===== config.mk =====
export PLATFORM = sky130hd
export DESIGN_NAME = systolic_drain_fp16
export DESIGN_NICKNAME = d
export VERILOG_FILES = /design/src/rtl/systolic_drain_fp16_pkg.sv /design/src/rtl/systolic_drain_fp16_acc2fp16.sv /design/src/rtl/systolic_drain_fp16.sv
export SDC_FILE = /design/constraint.sdc
export NUM_CORES = 1
export LEC_CHECK = 0
export BUFFER_PORTS_ARGS = -buffer_cell sky130_fd_sc_hd__buf_2
export CAP_MARGIN = 20
export CORE_MARGIN = 5
export CORE_UTILIZATION = 59
export DETAILED_ROUTE_END_ITERATION = 8
export GPL_TIMING_DRIVEN = 0
export PLACE_DENSITY = 0.89
export SLEW_MARGIN = 20
export SYNTH_ARGS = -nofsm -noshare
export SYNTH_HDL_FRONTEND = slang
export SYNTH_SLANG_ARGS = --single-unit
export TNS_END_PERCENT = 20

===== constraint.sdc =====
create_clock -name clk -period 11.2 [get_ports clk]
set_input_delay 2.24 -clock clk [delete_from_list [all_inputs] [get_ports clk]]
set_output_delay 2.24 -clock clk [all_outputs]
set_load 0.05 [all_outputs]

===== src/rtl/systolic_drain_fp16_pkg.sv =====
// Shared FP16 field definitions and drain FSM state encoding for the systolic drain stage.
package systolic_drain_fp16_pkg;

  localparam int unsigned FP16_SIGN_W   = 1;
  localparam int unsigned FP16_EXP_W    = 5;
  localparam int unsigned FP16_MANT_W   = 10;
  localparam int unsigned FP16_W        = FP16_SIGN_W + FP16_EXP_W + FP16_MANT_W;
  localparam int unsigned EXP_BIAS      = 15;
  localparam logic [15:0] FP16_POS_INF  = 16'h7C00;
  localparam logic [15:0] FP16_NEG_INF  = 16'hFC00;

  typedef enum logic [1:0] {
    StIdle,
    StConv,
    StHold
  } state_t;

endpackage


===== src/rtl/systolic_drain_fp16_acc2fp16.sv =====
// Combinational fixed-point accumulator to FP16 converter: leading-one detect, RNE, saturation.
module acc2fp16
  import systolic_drain_fp16_pkg::*;
#(
  parameter int unsigned ACC_WIDTH = 32,
  parameter int unsigned FRAC_BITS = 10,
  parameter int unsigned IN_BIAS   = 15
) (
  input  logic [ACC_WIDTH-1:0]  acc,
  input  logic [FP16_EXP_W-1:0] exp,
  output logic [FP16_W-1:0]     fp16
);

  localparam int unsigned PW = $clog2(ACC_WIDTH);

  logic                   s;
  logic [ACC_WIDTH-1:0]   m;
  logic [ACC_WIDTH-1:0]   norm;
  logic [PW-1:0]          p;
  logic [FP16_MANT_W-1:0] mant;
  logic [FP16_MANT_W:0]   mant_r;
  logic                   guard;
  logic                   sticky;
  logic                   inc;
  logic signed [9:0]      e_raw;
  logic signed [9:0]      e_fin;

  always_comb begin
    s = acc[ACC_WIDTH-1];
    m = s ? (~acc + 1'b1) : acc;
    p = '0;
    for (int i = 0; i < ACC_WIDTH; i++) begin
      if (m[i]) p = PW'(i);
    end
    // Left-justify the leading one so the mantissa/guard/sticky taps are fixed.
    norm   = m << (PW'(ACC_WIDTH - 1) - p);
    mant   = norm[ACC_WIDTH-2 -: FP16_MANT_W];
    guard  = norm[ACC_WIDTH-2-FP16_MANT_W];
    sticky = |norm[ACC_WIDTH-3-FP16_MANT_W:0];
    inc    = guard & (sticky | mant[0]);
    mant_r = {1'b0, mant} + (FP16_MANT_W+1)'(inc);
    // Rebias from the input exponent domain into the FP16 exponent domain.
    e_raw  = 10'(exp) - 10'(IN_BIAS) + 10'(EXP_BIAS) + 10'(p) - 10'(FRAC_BITS);
    e_fin  = mant_r[FP16_MANT_W] ? e_raw + 10'sd1 : e_raw;

    if (m == '0) begin
      fp16 = '0;
    end else if (e_fin >= 10'sd31) begin
      fp16 = s ? FP16_NEG_INF : FP16_POS_INF;
    end else if (e_fin <= 10'sd0) begin
      fp16 = {s, 15'h0};
    end else begin
      fp16 = {s, e_fin[FP16_EXP_W-1:0], mant_r[FP16_MANT_W-1:0]};
    end
  end

endmodule


===== src/rtl/systolic_drain_fp16.sv =====
// Snapshots the PE accumulators on done rising and streams them out as FP16 in row-major order.
module systolic_drain_fp16
  import systolic_drain_fp16_pkg::*;
#(
  parameter int unsigned ACC_WIDTH = 32,
  parameter int unsigned N         = 2,
  parameter int unsigned FRAC_BITS = 10,
  parameter int unsigned EXP_BIAS  = 15,
  localparam int unsigned NE       = N * N,
  localparam int unsigned IW       = (NE > 1) ? $clog2(NE) : 1
) (
  input  logic                          clk,
  input  logic                          rst,
  input  logic                          done,
  input  logic [NE*ACC_WIDTH-1:0]       acc_in,
  input  logic [NE*FP16_EXP_W-1:0]      exp_in,
  output logic                          out_valid,
  input  logic                          out_ready,
  output logic [FP16_W-1:0]             out_data,
  output logic [IW-1:0]                 out_idx,
  output logic                          out_last,
  output logic                          busy,
  output logic                          overrun
);

  state_t                   state;
  logic                     done_q;
  logic                     rise;
  logic [IW-1:0]            k;
  logic [NE*ACC_WIDTH-1:0]  acc_snap;
  logic [NE*FP16_EXP_W-1:0] exp_snap;
  logic [ACC_WIDTH-1:0]     acc_sel;
  logic [FP16_EXP_W-1:0]    exp_sel;
  logic [FP16_W-1:0]        fp16;

  assign rise = done & ~done_q;

  always_comb begin
    acc_sel = '0;
    exp_sel = '0;
    for (int i = 0; i < NE; i++) begin
      if (k == IW'(i)) begin
        acc_sel = acc_snap[i*ACC_WIDTH +: ACC_WIDTH];
        exp_sel = exp_snap[i*FP16_EXP_W +: FP16_EXP_W];
      end
    end
  end

  acc2fp16 #(
    .ACC_WIDTH (ACC_WIDTH),
    .FRAC_BITS (FRAC_BITS),
    .IN_BIAS   (EXP_BIAS)
  ) u_conv (
    .acc  (acc_sel),
    .exp  (exp_sel),
    .fp16 (fp16)
  );

  always_ff @(posedge clk or posedge rst) begin
    if (rst) begin
      state     <= StIdle;
      done_q    <= 1'b0;
      k         <= '0;
      acc_snap  <= '0;
      exp_snap  <= '0;
      out_valid <= 1'b0;
      out_data  <= '0;
      out_idx   <= '0;
      out_last  <= 1'b0;
      busy      <= 1'b0;
      overrun   <= 1'b0;
    end else begin
      done_q <= done;
      // busy is still high in the cycle the last element is accepted, so that rise is dropped too.
      if (rise && busy) overrun <= 1'b1;
      unique case (state)
        StIdle: begin
          if (rise) begin
            acc_snap <= acc_in;
            exp_snap <= exp_in;
            busy     <= 1'b1;
            k        <= '0;
            state    <= StConv;
          end
        end
        StConv: begin
          out_data  <= fp16;
          out_idx   <= k;
          out_last  <= (k == IW'(NE - 1));
          out_valid <= 1'b1;
          state     <= StHold;
        end
        StHold: begin
          if (out_ready) begin
            out_valid <= 1'b0;
            if (out_last) begin
              busy  <= 1'b0;
              state <= StIdle;
            end else begin
              k     <= k + 1'b1;
              state <= StConv;
            end
          end
        end
        default: state <= StIdle;
      endcase
    end
  end

endmodule


; ---- Word-level counts from Yosys, hierarchy flattened
; Index checks and enable logic that the tools add are counted.
[op_classes]
addsub = 9
order_cmp = 2
n_eq_ne = 9
shifts = 1
muxes = 59
n_bitwise = 5
reduce_logical = 12
[ops]
columns = op, count
row1 = two-way mux 32 bit, 5
row2 = two-way mux 5 bit, 20
row3 = two-way mux 16 bit, 3
row4 = "adder 32 x 1 -> 32 bit, second input constant", 1
row5 = zero test 32 bit, 1
row6 = two-way mux 4 bit, 8
row7 = NOT 32 bit, 1
row8 = << shifter 32 x 5 -> 31 bit, 1
row9 = OR reduction 20 bit, 1
row10 = two-way mux 15 bit, 1
row11 = two-way mux 2 bit, 7
row12 = two-way mux 3 bit, 4
row13 = adder 10 x 1 -> 11 bit, 1
row14 = "adder 10 x 2 -> 10 bit, second input constant", 1
row15 = "adder 10 x 4 -> 10 bit, second input constant", 1
row16 = adder 10 x 5 -> 10 bit, 1
row17 = "greater-or-equal comparator 10 x 6 -> 1 bit, second input constant", 1
row18 = "<= comparator 10 x 1 -> 1 bit, second input constant", 1
row19 = two-way mux 10 bit, 1
row20 = "subtractor 10 x 4 -> 10 bit, second input constant", 1
row21 = "!= test 2 bit, second input constant", 4
row22 = AND reduction 4 bit, 2
row23 = "equality test 2 bit, second input constant", 3
row24 = two-way mux 1 bit, 6
row25 = 14 further kinds, 21
[word_totals]
regBits = 175
in_bits = 152
output_inout_bits = 22
wordCells = 108

; ---- Depth between registers and ports, before layout
; Gate-level depths: netlist of run 1.
[depth]
ltp_word = 50
depth_mapped = 37
depth_no_buf = 33

; ---- Hierarchy
; From an unflattened synthesis of run 1, not the netlist that was laid out.
[unflattened]
hier_cells = 1757
hier_area_um2 = 13716.9
[by_module_without_submodules]
columns = mod, instances, cells_each, area_per_inst_um2, seq_area_each_um2
row1 = systolic_drain_fp16, 1, 917, 7867.5, 4379.2
row2 = acc2fp16, 1, 840, 5849.4, 0.0

; ---- Worst setup path before layout of run 1
; OpenSTA, ideal clock, no wires.
[synth_timing]
path_kind = register to register
from = register k[0]
to = register out_data[2]
setup_time_ns = 0.103
arrival_ns = 7.776
t_required_ns = 11.097
path_slack_ns = 3.321
stages_incl_launch_ff = 34
path_buffers = 6
period_less_slack_ns = 7.879
cell_sequence = dfrtp_1 -> ha_1 -> buf_6 -> buf_6 -> nand2b_4 -> buf_6 -> o22a_1 -> and2_1 -> inv_1 -> ha_1 -> inv_1 -> a221oi_1 -> nand4_1 -> or3_4 -> o22ai_2 -> nor2_1 -> or4_4 -> a31oi_4 -> inv_2 -> buf_2 -> buf_4 -> buf_4 -> ha_1 -> ha_1 -> fa_1 -> a21o_1 -> a21o_1 -> nor2_1 -> nand2b_1 -> or4b_1 -> or4_4 -> a21oi_4 -> nand2_2 -> o41ai_2
[synth_between]
elab_chain_len = 50
elab_cells_between_ends = 64
classes_between = add/sub (8) / order compare (2) / eq/ne (3) / shift (1) / mux (44) / bitwise (3) / reduce/logical (3)
[synth_rtl]
columns = element, line
row1 = "start, declared", systolic_drain_fp16.sv:29  ; logic [IW-1:0] k;
row2 = "start signal, assigned", systolic_drain_fp16.sv:100  ; k <= k + 1'b1;
row3 = zero test 2 bit, systolic_drain_fp16.sv:42  ; if (k == IW'(i)) begin
row4 = two-way mux 32 bit (4 in series), systolic_drain_fp16.sv:42
row5 = NOT 32 bit, systolic_drain_fp16_acc2fp16.sv:30  ; m = s ? (~acc + 1'b1) : acc;
row6 = adder 32 x 1 -> 32 bit, systolic_drain_fp16_acc2fp16.sv:30
row7 = two-way mux 32 bit, systolic_drain_fp16_acc2fp16.sv:30
row8 = two-way mux 1 bit, systolic_drain_fp16_acc2fp16.sv:33  ; if (m[i]) p = PW'(i);
row9 = two-way mux 2 bit (2 in series), systolic_drain_fp16_acc2fp16.sv:33
row10 = two-way mux 3 bit (4 in series), systolic_drain_fp16_acc2fp16.sv:33
row11 = [27 not listed], --
row12 = OR 1 bit, systolic_drain_fp16_acc2fp16.sv:40  ; inc = guard & (sticky | mant[0]);
row13 = AND 1 bit, systolic_drain_fp16_acc2fp16.sv:40
row14 = adder 10 x 1 -> 11 bit, systolic_drain_fp16_acc2fp16.sv:41  ; mant_r = {1'b0, mant} + (FP16_MANT_W+1)'(inc);
row15 = two-way mux 10 bit, systolic_drain_fp16_acc2fp16.sv:44  ; e_fin = mant_r[FP16_MANT_W] ? e_raw + 10'sd1 : e_raw;
row16 = <= comparator 10 x 1 -> 1 bit, systolic_drain_fp16_acc2fp16.sv:50  ; end else if (e_fin <= 10'sd0) begin
row17 = two-way mux 15 bit, systolic_drain_fp16_acc2fp16.sv:50
row18 = two-way mux 16 bit, systolic_drain_fp16_acc2fp16.sv:48  ; end else if (e_fin >= 10'sd31) begin
row19 = two-way mux 16 bit (*), systolic_drain_fp16_acc2fp16.sv:46  ; if (m == '0) begin
row20 = "end signal, assigned", systolic_drain_fp16.sv:87  ; out_data <= fp16;
row21 = "end, declared", systolic_drain_fp16.sv:19  ; output logic [FP16_W-1:0] out_data,
; Mark *: on every way between the ends. The rest lies on a longest branch, timed or not.
; A chain may end at the register's enable or synchronous reset.

; ---- Final worst setup path of run 1
; Same ends and word-level chain as after synthesis.

==> impl_results.html, run 1 <==
<table>
<tr><th>Metric</th><th>Value</th></tr>
<tr><th colspan="2">Status</th></tr>
<tr><td>Outcome</td><td>completed</td></tr>
<tr><th colspan="2">Critical path</th></tr>
<tr><td>Cell count of the worst reg-to-reg path</td><td>32</td></tr>
<tr><td>Start of the worst register-to-register path</td><td>k[0]$_DFFE_PP0P_</td></tr>
<tr><td>Peak fanout along the critical path</td><td>10</td></tr>
<tr><td>Buffers and inverters on the worst path</td><td>8</td></tr>
<tr><td>Cell repeated most along the worst path</td><td>ha_1</td></tr>
<tr><td>Cell with the largest stage delay on the worst path</td><td>a221oi_1</td></tr>
<tr><td>Worst Path Arrival</td><td>10.55 ns</td></tr>
<tr><td>Biggest cell delay along the critical path</td><td>0.64 ns</td></tr>
<tr><td>Reg-to-reg setup timing slack</td><td>1.00 ns</td></tr>
<tr><td>Critical Path Source</td><td>k[0]$_DFFE_PP0P_</td></tr>
<tr><td>CP required</td><td>11.55 ns</td></tr>
<tr><td>Worst r2r dst</td><td>out_data[2]$_DFFE_PP0P_</td></tr>
<tr><td>Startpoint-to-endpoint class of the critical path</td><td>reg -&gt; reg</td></tr>
<tr><td>Startpoint type of the worst setup path</td><td>flip-flop</td></tr>
<tr><td>Cell type group with the largest total delay on the critical path</td><td>compound AO/OA/AOI/OAI gates</td></tr>
<tr><td>Endpoint type of the worst setup path</td><td>flip-flop</td></tr>
<tr><th colspan="2">Floorplanning</th></tr>
<tr><td>Placeable core region</td><td>about 0.022 mm^2</td></tr>
<tr><td>Count of boundary I/O pins</td><td>174</td></tr>
<tr><td>Initial Utilization</td><td>0.5974</td></tr>
<tr><td>Total die area</td><td>approximately 0.025 mm^2</td></tr>
<tr><td>Die boundary height</td><td>158.4 um</td></tr>
<tr><td>Core Rows</td><td>54</td></tr>
<tr><td>DIE WIDTH</td><td>between 150 and 200 um</td></tr>
<tr><th colspan="2">Worst hold path</th></tr>
<tr><td>Worst min-delay path class</td><td>reg -&gt; reg</td></tr>
<tr><td>Cell count of the worst hold path</td><td>2</td></tr>
<tr><td>Hold path start</td><td>out_data[8]$_DFFE_PP0P_</td></tr>
<tr><td>Worst Hold End</td><td>out_data[8]$_DFFE_PP0P_</td></tr>
<tr><th colspan="2">Cells and area</th></tr>
<tr><td>Final cell count without fillers</td><td>1,898</td></tr>
<tr><td>Count of filler cells inserted in the layout</td><td>1,720</td></tr>
<tr><td>Fraction of layout cells with a size suffix above 1</td><td>0.2862</td></tr>
<tr><td>Net count reported at finish</td><td>roughly 1,800</td></tr>
<tr><td>Footprint of the multi-input gates</td><td>~0.0081 mm^2</td></tr>
<tr><td>Share of the core filled with cells</td><td>0.6848</td></tr>
<tr><td>Antenna diode count</td><td>0</td></tr>
<tr><td>Area taken by flip-flops and latches</td><td>0.004379 mm^2</td></tr>
<tr><td>Growth of design area from synthesis to finish</td><td>14.63%</td></tr>
<tr><th colspan="2">Global route</th></tr>
<tr><td>Largest net degree at the start of global routing</td><td>~110</td></tr>
<tr><td>Number of global-route vias before repair</td><td>between 10,000 and 15,000</td></tr>
<tr><td>Global router's overall resource usage</td><td>0.3537</td></tr>
<tr><td>Antenna violations before repair</td><td>0</td></tr>
<tr><td>Gr ovfl total</td><td>0</td></tr>
<tr><td>First-pass GRT wire length</td><td>~70,000 um</td></tr>
<tr><th colspan="2">Drt</th></tr>
<tr><td>DRC violation count after routing</td><td>0</td></tr>
<tr><td>Violation count after the first detailed-route iteration</td><td>around 1,500</td></tr>
<tr><td>Final routed wirelength across all metal layers</td><td>between 40,000 and 50,000 um</td></tr>
<tr><td>Vias after detailed routing</td><td>between 10,000 and 15,000</td></tr>
<tr><td>First drt pass iteration count</td><td>8</td></tr>
<tr><td>Average detailed-routed wire length per instance</td><td>23.46 um</td></tr>
<tr><td>Ratio of routed vias to standard cells</td><td>about 6.8</td></tr>
<tr><td>Antenna-violating nets left</td><td>0</td></tr>
<tr><th colspan="2">Clocking</th></tr>
<tr><td>H-tree depth</td><td>4</td></tr>
<tr><td>Clock tree from TritonCTS</td><td>done</td></tr>
<tr><td>Post CTS Setup Buffer Count</td><td>0</td></tr>
<tr><td>Source-to-sink clock delay at the later pin of the worst-skew pair</td><td>between 0.4 and 0.5 ns</td></tr>
<tr><td>CTS clk-pin slew, worst paths</td><td>approximately 0.080 ns</td></tr>
<tr><td>Clock net sink count</td><td>between 150 and 200</td></tr>
<tr><td>Clock root cell</td><td>clkbuf_16</td></tr>
<tr><td>Count of hold-fix buffers inserted at cts</td><td>0</td></tr>
<tr><td>Number of gates resized after CTS</td><td>0</td></tr>
<tr><td>Number of buffers on the longest clock path</td><td>2</td></tr>
<tr><td>Number of buffers created by CTS</td><td>17</td></tr>
<tr><th colspan="2">Placement</th></tr>
<tr><td>Cell count after placement</td><td>between 1,500 and 2,000</td></tr>
<tr><td>Port-buffer cells</td><td>about 170</td></tr>
<tr><td>Placed wire-length estimate after detailed placement</td><td>around 34,000 um</td></tr>
<tr><td>GP Congestion</td><td>~1.0</td></tr>
<tr><th colspan="2">Synthesis</th></tr>
<tr><td>Synth unique cells</td><td>approximately 100</td></tr>
<tr><td>Per-instance average area after synthesis</td><td>~9.2 um^2</td></tr>
<tr><td>Share of synthesized registers carrying an async set or reset</td><td>1.000</td></tr>
<tr><td>Top-count cell post-synth</td><td>dfrtp_1</td></tr>
<tr><td>Sequential cell area fraction in the yosys report</td><td>0.3370</td></tr>
<tr><td>Synthesized Nets</td><td>approximately 1,600</td></tr>
<tr><td>Total of flip-flops plus latches after synthesis</td><td>~180</td></tr>
<tr><td>Synth Flop Type</td><td>dfrtp_1</td></tr>
<tr><td>Post-synth design cell area</td><td>about 0.013 mm^2</td></tr>
<tr><td>Synth top cells by count</td><td>175 x dfrtp_1, 157 x mux2_2, 140 x nand2_1</td></tr>
<tr><td>Yosys warning total</td><td>0</td></tr>
<tr><td>Area share of the leading cell type in the synthesized netlist</td><td>0.3370</td></tr>
<tr><td>Top post-synthesis cells by area</td><td>dfrtp_1 34%, mux2_2 14%, nand2_1 4.0%, a21oi_1 3.3%, nor2_1 2.6%</td></tr>
<tr><td>Post-synthesis cell count</td><td>around 1,400</td></tr>
<tr><td>Number of synthesized flops with an enable pin</td><td>0</td></tr>
<tr><td>Most area-hungry cell type in the Yosys netlist</td><td>dfrtp_1</td></tr>
<tr><th colspan="2">Timing</th></tr>
<tr><td>Max Clock Freq</td><td>~0.1 GHz</td></tr>
<tr><td>Setup repair after global routing missed its margin</td><td>no</td></tr>
<tr><td>Max Transition Viols Final</td><td>0</td></tr>
<tr><td>Clock skew after layout</td><td>0.01131 ns</td></tr>
<tr><td>Max-slew headroom</td><td>0.3184</td></tr>
<tr><td>Slew at the pin closest to its max-slew limit</td><td>slightly above 1 ns</td></tr>
<tr><td>Final critical-path share of the clock period</td><td>0.9107</td></tr>
<tr><td>Setup Total Neg Slack</td><td>0 ns</td></tr>
<tr><td>Time the final worst path needs with I/O delays and setup</td><td>a little over 10 ns</td></tr>
<tr><td>Final number of hold-violating endpoints</td><td>0</td></tr>
<tr><td>Final setup fails</td><td>0</td></tr>
<tr><th colspan="2">Run</th></tr>
<tr><td>Count of maximum capacitance violations</td><td>0</td></tr>
</table>
cell type report:
| type | count | share of cell area |
|---|---|---|
| Buffer | 87 | 0.02990 |
| Clock buffer | 18 | 0.02948 |
| Clock inverter | 14 | 0.01260 |
| Inverter | 32 | 0.008566 |
| Multi-Input combinational cell | 1117 | 0.5413 |
| Sequential cell | 175 | 0.2939 |
| Tap cell | 280 | 0.02352 |
| Timing Repair Buffer | 175 | 0.06072 |
tightest hold or removal path, cell delays in order (launching register included):
cell	delay [ns]
dfrtp_1	0.34
nand2_1	0.05
o31ai_1	0.05
metal layers:
layer / vias to the layer above / GRT usage / wire length, um
met2: 783 / 0.5818 / 20960
met1: 6193 / 0.4639 / 17750
met4: 0 / 0.1434 / 1904
met3: 157 / 0.06388 / 3904
li1: 5694 / - / -
met5: - / 0 / 0
layout by cell type, fill, tap and decap left out, drive strengths merged, types with 18 or more instances in the layout:
| cell type | count |
|---|---|
| a21oi | 87 |
| nand2b | 18 |
| o21ai | 68 |
| mux2 | 158 |
| nor3 | 44 |
| o31ai | 21 |
| xor2 | 25 |
| nand2 | 141 |
| nor2 | 92 |
| dfrtp | 175 |
| inv | 39 |
| a211oi | 21 |
| xnor2 | 34 |
| o211ai | 33 |
| buf | 219 |
| ha | 19 |
| mux2i | 24 |
| nand3 | 31 |
| clkbuf | 61 |
flip-flops by register name (all words and copies together) (netlist names):
signal,cells
acc_snap,128
exp_snap,20
out_data,16
k,2
out_idx,2
state,2
busy,1
done_q,1
out_last,1
out_valid,1
overrun,1
cell families (layout without fill, tap and decap cells):
logic type      Yosys count  in the layout  share of synthesized area
xor+xnor                 59             59                    0.04034
compound gates          419            419                     0.2338
simple gates            436            436                     0.1685
mux                     183            183                     0.1571
flops                   175            175                     0.3370
fa+ha+maj                20             20                    0.01983
buf+inv                 119            326                    0.04351
per-stage QoR:
step	instance area [um^2]	setup WS (ns)	hold WS (ns)
6_report	14900	1.001	0.4783
3_5_place_dp	14260	1.386	0.4627
4_1_cts	14890	1.324	0.4810
2_1_floorplan	13000	3.321	0.4716
3_3_place_gp	14210	1.545	0.4549
5_1_grt	14900	0.5316	0.4908
how the worst max path moves through the flow:
| stage | endpoint | slack, ns | depth (start not counted) |
|---|---|---|---|
| floorplan | out_data[2]$_DFFE_PP0P_ | 3.32 | 33 |
| global placement | out_data[2]$_DFFE_PP0P_ | 1.54 | 32 |
| detailed placement | out_data[2]$_DFFE_PP0P_ | 1.39 | 32 |
| CTS | out_data[2]$_DFFE_PP0P_ | 1.32 | 32 |
| global route | out_data[9]$_DFFE_PP0P_ | 0.53 | 32 |
| finish | out_data[2]$_DFFE_PP0P_ | 1.00 | 32 |
Power of run 1 is not shown: default switching activity piles up to over one toggle a cycle in this logic, so the estimate is an artifact.
==> run 2, diff against run 1 <==
--- a/config.mk
+++ b/config.mk
@@ -11,9 +11,8 @@
 export CORE_UTILIZATION = 59
 export DETAILED_ROUTE_END_ITERATION = 8
 export GPL_TIMING_DRIVEN = 0
-export PLACE_DENSITY = 0.89
+export PLACE_DENSITY = 0.82
 export SLEW_MARGIN = 20
 export SYNTH_ARGS = -nofsm -noshare
 export SYNTH_HDL_FRONTEND = slang
 export SYNTH_SLANG_ARGS = --single-unit
-export TNS_END_PERCENT = 20
==> impl_results.html, run 2 (synthesis gave the netlist of run 1 again) <==
<table>
<tr><th>Metric</th><th>Value</th></tr>
<tr><th colspan="2">Timing</th></tr>
<tr><td>Time the final worst path needs with I/O delays and setup</td><td>10.15 ns</td></tr>
<tr><td>Max Clock Freq</td><td>around 0.1 GHz</td></tr>
<tr><td>Setup repair after global routing missed its margin</td><td>no</td></tr>
<tr><td>Final number of hold-violating endpoints</td><td>0</td></tr>
<tr><td>Final setup fails</td><td>0</td></tr>
<tr><td>Max Transition Viols Final</td><td>0</td></tr>
<tr><td>Setup Total Neg Slack</td><td>0 ns</td></tr>
<tr><td>Slew at the pin closest to its max-slew limit</td><td>1.167 ns</td></tr>
<tr><td>Final critical-path share of the clock period</td><td>0.9063</td></tr>
<tr><td>Max-slew headroom</td><td>0.2017</td></tr>
<tr><td>Clock skew after layout</td><td>0.02481 ns</td></tr>
<tr><th colspan="2">Global route</th></tr>
<tr><td>Largest net degree at the start of global routing</td><td>91</td></tr>
<tr><td>First-pass GRT wire length</td><td>about 69,000 um</td></tr>
<tr><td>Number of global-route vias before repair</td><td>about 13,000</td></tr>
<tr><td>Global router's overall resource usage</td><td>0.3528</td></tr>
<tr><td>Gr ovfl total</td><td>0</td></tr>
<tr><td>Antenna violations before repair</td><td>1</td></tr>
<tr><th colspan="2">Clocking</th></tr>
<tr><td>Post CTS Setup Buffer Count</td><td>0</td></tr>
<tr><td>Clock root cell</td><td>clkbuf_16</td></tr>
<tr><td>Count of hold-fix buffers inserted at cts</td><td>0</td></tr>
<tr><td>H-tree depth</td><td>4</td></tr>
<tr><td>Clock net sink count</td><td>175</td></tr>
<tr><td>Number of buffers created by CTS</td><td>17</td></tr>
<tr><td>Source-to-sink clock delay at the later pin of the worst-skew pair</td><td>0.46 ns</td></tr>
<tr><td>Clock tree from TritonCTS</td><td>done</td></tr>
<tr><td>Number of gates resized after CTS</td><td>0</td></tr>
<tr><td>Number of buffers on the longest clock path</td><td>2</td></tr>
<tr><td>CTS clk-pin slew, worst paths</td><td>around 0.080 ns</td></tr>
<tr><th colspan="2">Status</th></tr>
<tr><td>Outcome</td><td>completed</td></tr>
<tr><th colspan="2">Cells and area</th></tr>
<tr><td>Antenna diode count</td><td>0</td></tr>
<tr><td>Net count reported at finish</td><td>approximately 1,800</td></tr>
<tr><td>Fraction of layout cells with a size suffix above 1</td><td>0.2855</td></tr>
<tr><td>Share of the core filled with cells</td><td>0.6832</td></tr>
<tr><td>Top flop regs</td><td>acc_snap x128, exp_snap x20, out_data x16</td></tr>
<tr><td>Count of filler cells inserted in the layout</td><td>~1,800</td></tr>
<tr><td>Register name with the most flops</td><td>acc_snap</td></tr>
<tr><td>Largest register FFs</td><td>around 130</td></tr>
<tr><td>Footprint of the multi-input gates</td><td>about 0.008 mm^2</td></tr>
<tr><td>Growth of design area from synthesis to finish</td><td>14.36%</td></tr>
<tr><td>Leading cell type in the layout, fill and taps excluded</td><td>buf_2</td></tr>
<tr><td>Top library cells by usage in the layout, fill and taps aside</td><td>190 x buf_2, 175 x dfrtp_1, 157 x mux2_2, 140 x nand2_1, 91 x nor2_1</td></tr>
<tr><td>Area taken by flip-flops and latches</td><td>about 0.0044 mm^2</td></tr>
<tr><th colspan="2">Drt</th></tr>
<tr><td>Vias after detailed routing</td><td>~13,000</td></tr>
<tr><td>Final routed wirelength across all metal layers</td><td>around 45,000 um</td></tr>
<tr><td>Violation count after the first detailed-route iteration</td><td>between 1,000 and 1,500</td></tr>
<tr><td>Ratio of routed vias to standard cells</td><td>about 6.7</td></tr>
<tr><td>Antenna-violating nets left</td><td>0</td></tr>
<tr><td>Average detailed-routed wire length per instance</td><td>around 24 um</td></tr>
<tr><td>First drt pass iteration count</td><td>6</td></tr>
<tr><td>DRC violation count after routing</td><td>0</td></tr>
<tr><th colspan="2">Critical path</th></tr>
<tr><td>Endpoint type of the worst setup path</td><td>flip-flop</td></tr>
<tr><td>Startpoint-to-endpoint class of the critical path</td><td>reg -&gt; reg</td></tr>
<tr><td>Startpoint type of the worst setup path</td><td>flip-flop</td></tr>
<tr><td>Biggest cell delay along the critical path</td><td>between 1 and 1.5 ns</td></tr>
<tr><td>Peak fanout along the critical path</td><td>10</td></tr>
<tr><td>Worst Path Arrival</td><td>around 10 ns</td></tr>
<tr><td>Cell repeated most along the worst path</td><td>inv_1</td></tr>
<tr><td>CP required</td><td>11.54 ns</td></tr>
<tr><td>Cell with the largest stage delay on the worst path</td><td>a2111oi_0</td></tr>
<tr><th colspan="2">Floorplanning</th></tr>
<tr><td>Total die area</td><td>0.02510 mm^2</td></tr>
<tr><td>Placeable core region</td><td>between 0.02 and 0.025 mm^2</td></tr>
<tr><td>Count of boundary I/O pins</td><td>~170</td></tr>
<tr><td>Die boundary height</td><td>between 150 and 200 um</td></tr>
<tr><td>Initial Utilization</td><td>0.5974</td></tr>
<tr><td>DIE WIDTH</td><td>approximately 160 um</td></tr>
<tr><td>Core Rows</td><td>54</td></tr>
<tr><th colspan="2">Placement</th></tr>
<tr><td>GP Congestion</td><td>1.013</td></tr>
<tr><td>Placed wire-length estimate after detailed placement</td><td>between 30,000 and 40,000 um</td></tr>
<tr><td>Port-buffer cells</td><td>around 170</td></tr>
<tr><th colspan="2">Worst hold path</th></tr>
<tr><td>Worst min-delay path class</td><td>reg -&gt; reg</td></tr>
<tr><th colspan="2">Run</th></tr>
<tr><td>Count of maximum capacitance violations</td><td>0</td></tr>
</table>
[run 2: worst paths after layout]
| check | start | to | cells after the start | slack (ns) |
|---|---|---|---|---|
| worst max-delay path | k[0]$_DFFE_PP0P_ | out_data[2]$_DFFE_PP0P_ | 27 | 1.05 |
| worst min-delay path | out_data[3]$_DFFE_PP0P_ | out_data[3]$_DFFE_PP0P_ | 2 | 0.48 |
| worst max register to register | k[0]$_DFFE_PP0P_ | out_data[2]$_DFFE_PP0P_ | 27 | 1.05 |
| worst min register to register | out_data[3]$_DFFE_PP0P_ | out_data[3]$_DFFE_PP0P_ | 2 | 0.48 |
| max in group asynchronous | rst | acc_snap[66]$_DFFE_PP0P_ | 3 | 8.42 |
| min in group asynchronous | rst | exp_snap[2]$_DFFE_PP0P_ | 2 | 1.88 |
[run 2: layout make-up]
class / count / area share
Inverter: 32 / 0.008587
Tap cell: 280 / 0.02357
Timing Repair Buffer: 175 / 0.06061
Clock inverter: 14 / 0.01120
Sequential cell: 175 / 0.2946
Clock buffer: 18 / 0.02887
Buffer: 87 / 0.02997
Multi-Input combinational cell: 1117 / 0.5426
[run 2: routing by layer]
metal  wire [um]  vias up  part of all wire  track usage
met2       20680      724              0.46       0.5679
met4        2020        0             0.045       0.1560
li1            -     5697                 -            -
met1       18350     6135              0.41       0.4713
met5           0        -                 0            0
met3        3709      147             0.083      0.05844
[run 2: worst max-delay path, delay by kind of cell, from the launching register on]
kind | cells | cell delay, ns
and+or+nand+nor | 10 | 3.71
AOI/OAI and AO/OA | 9 | 3.88
adders and majority gates | 2 | 0.66
DFF | 1 | 0.38
buffers and inverters | 6 | 1.42
[run 2: stage by stage]
stage          setup WS, ns  area, um^2  hold WS [ns]  std cells
6_report              1.049       14860        0.4808       1898
5_1_grt              0.7201       14860        0.5050       1898
4_1_cts               1.351       14860        0.4864       1898
3_5_place_dp          1.394       14260        0.4683       1866
3_3_place_gp          1.494       14210        0.4570       1864
2_1_floorplan         3.321       13000        0.4716       1411
Power of run 2 is left out for the same reason.
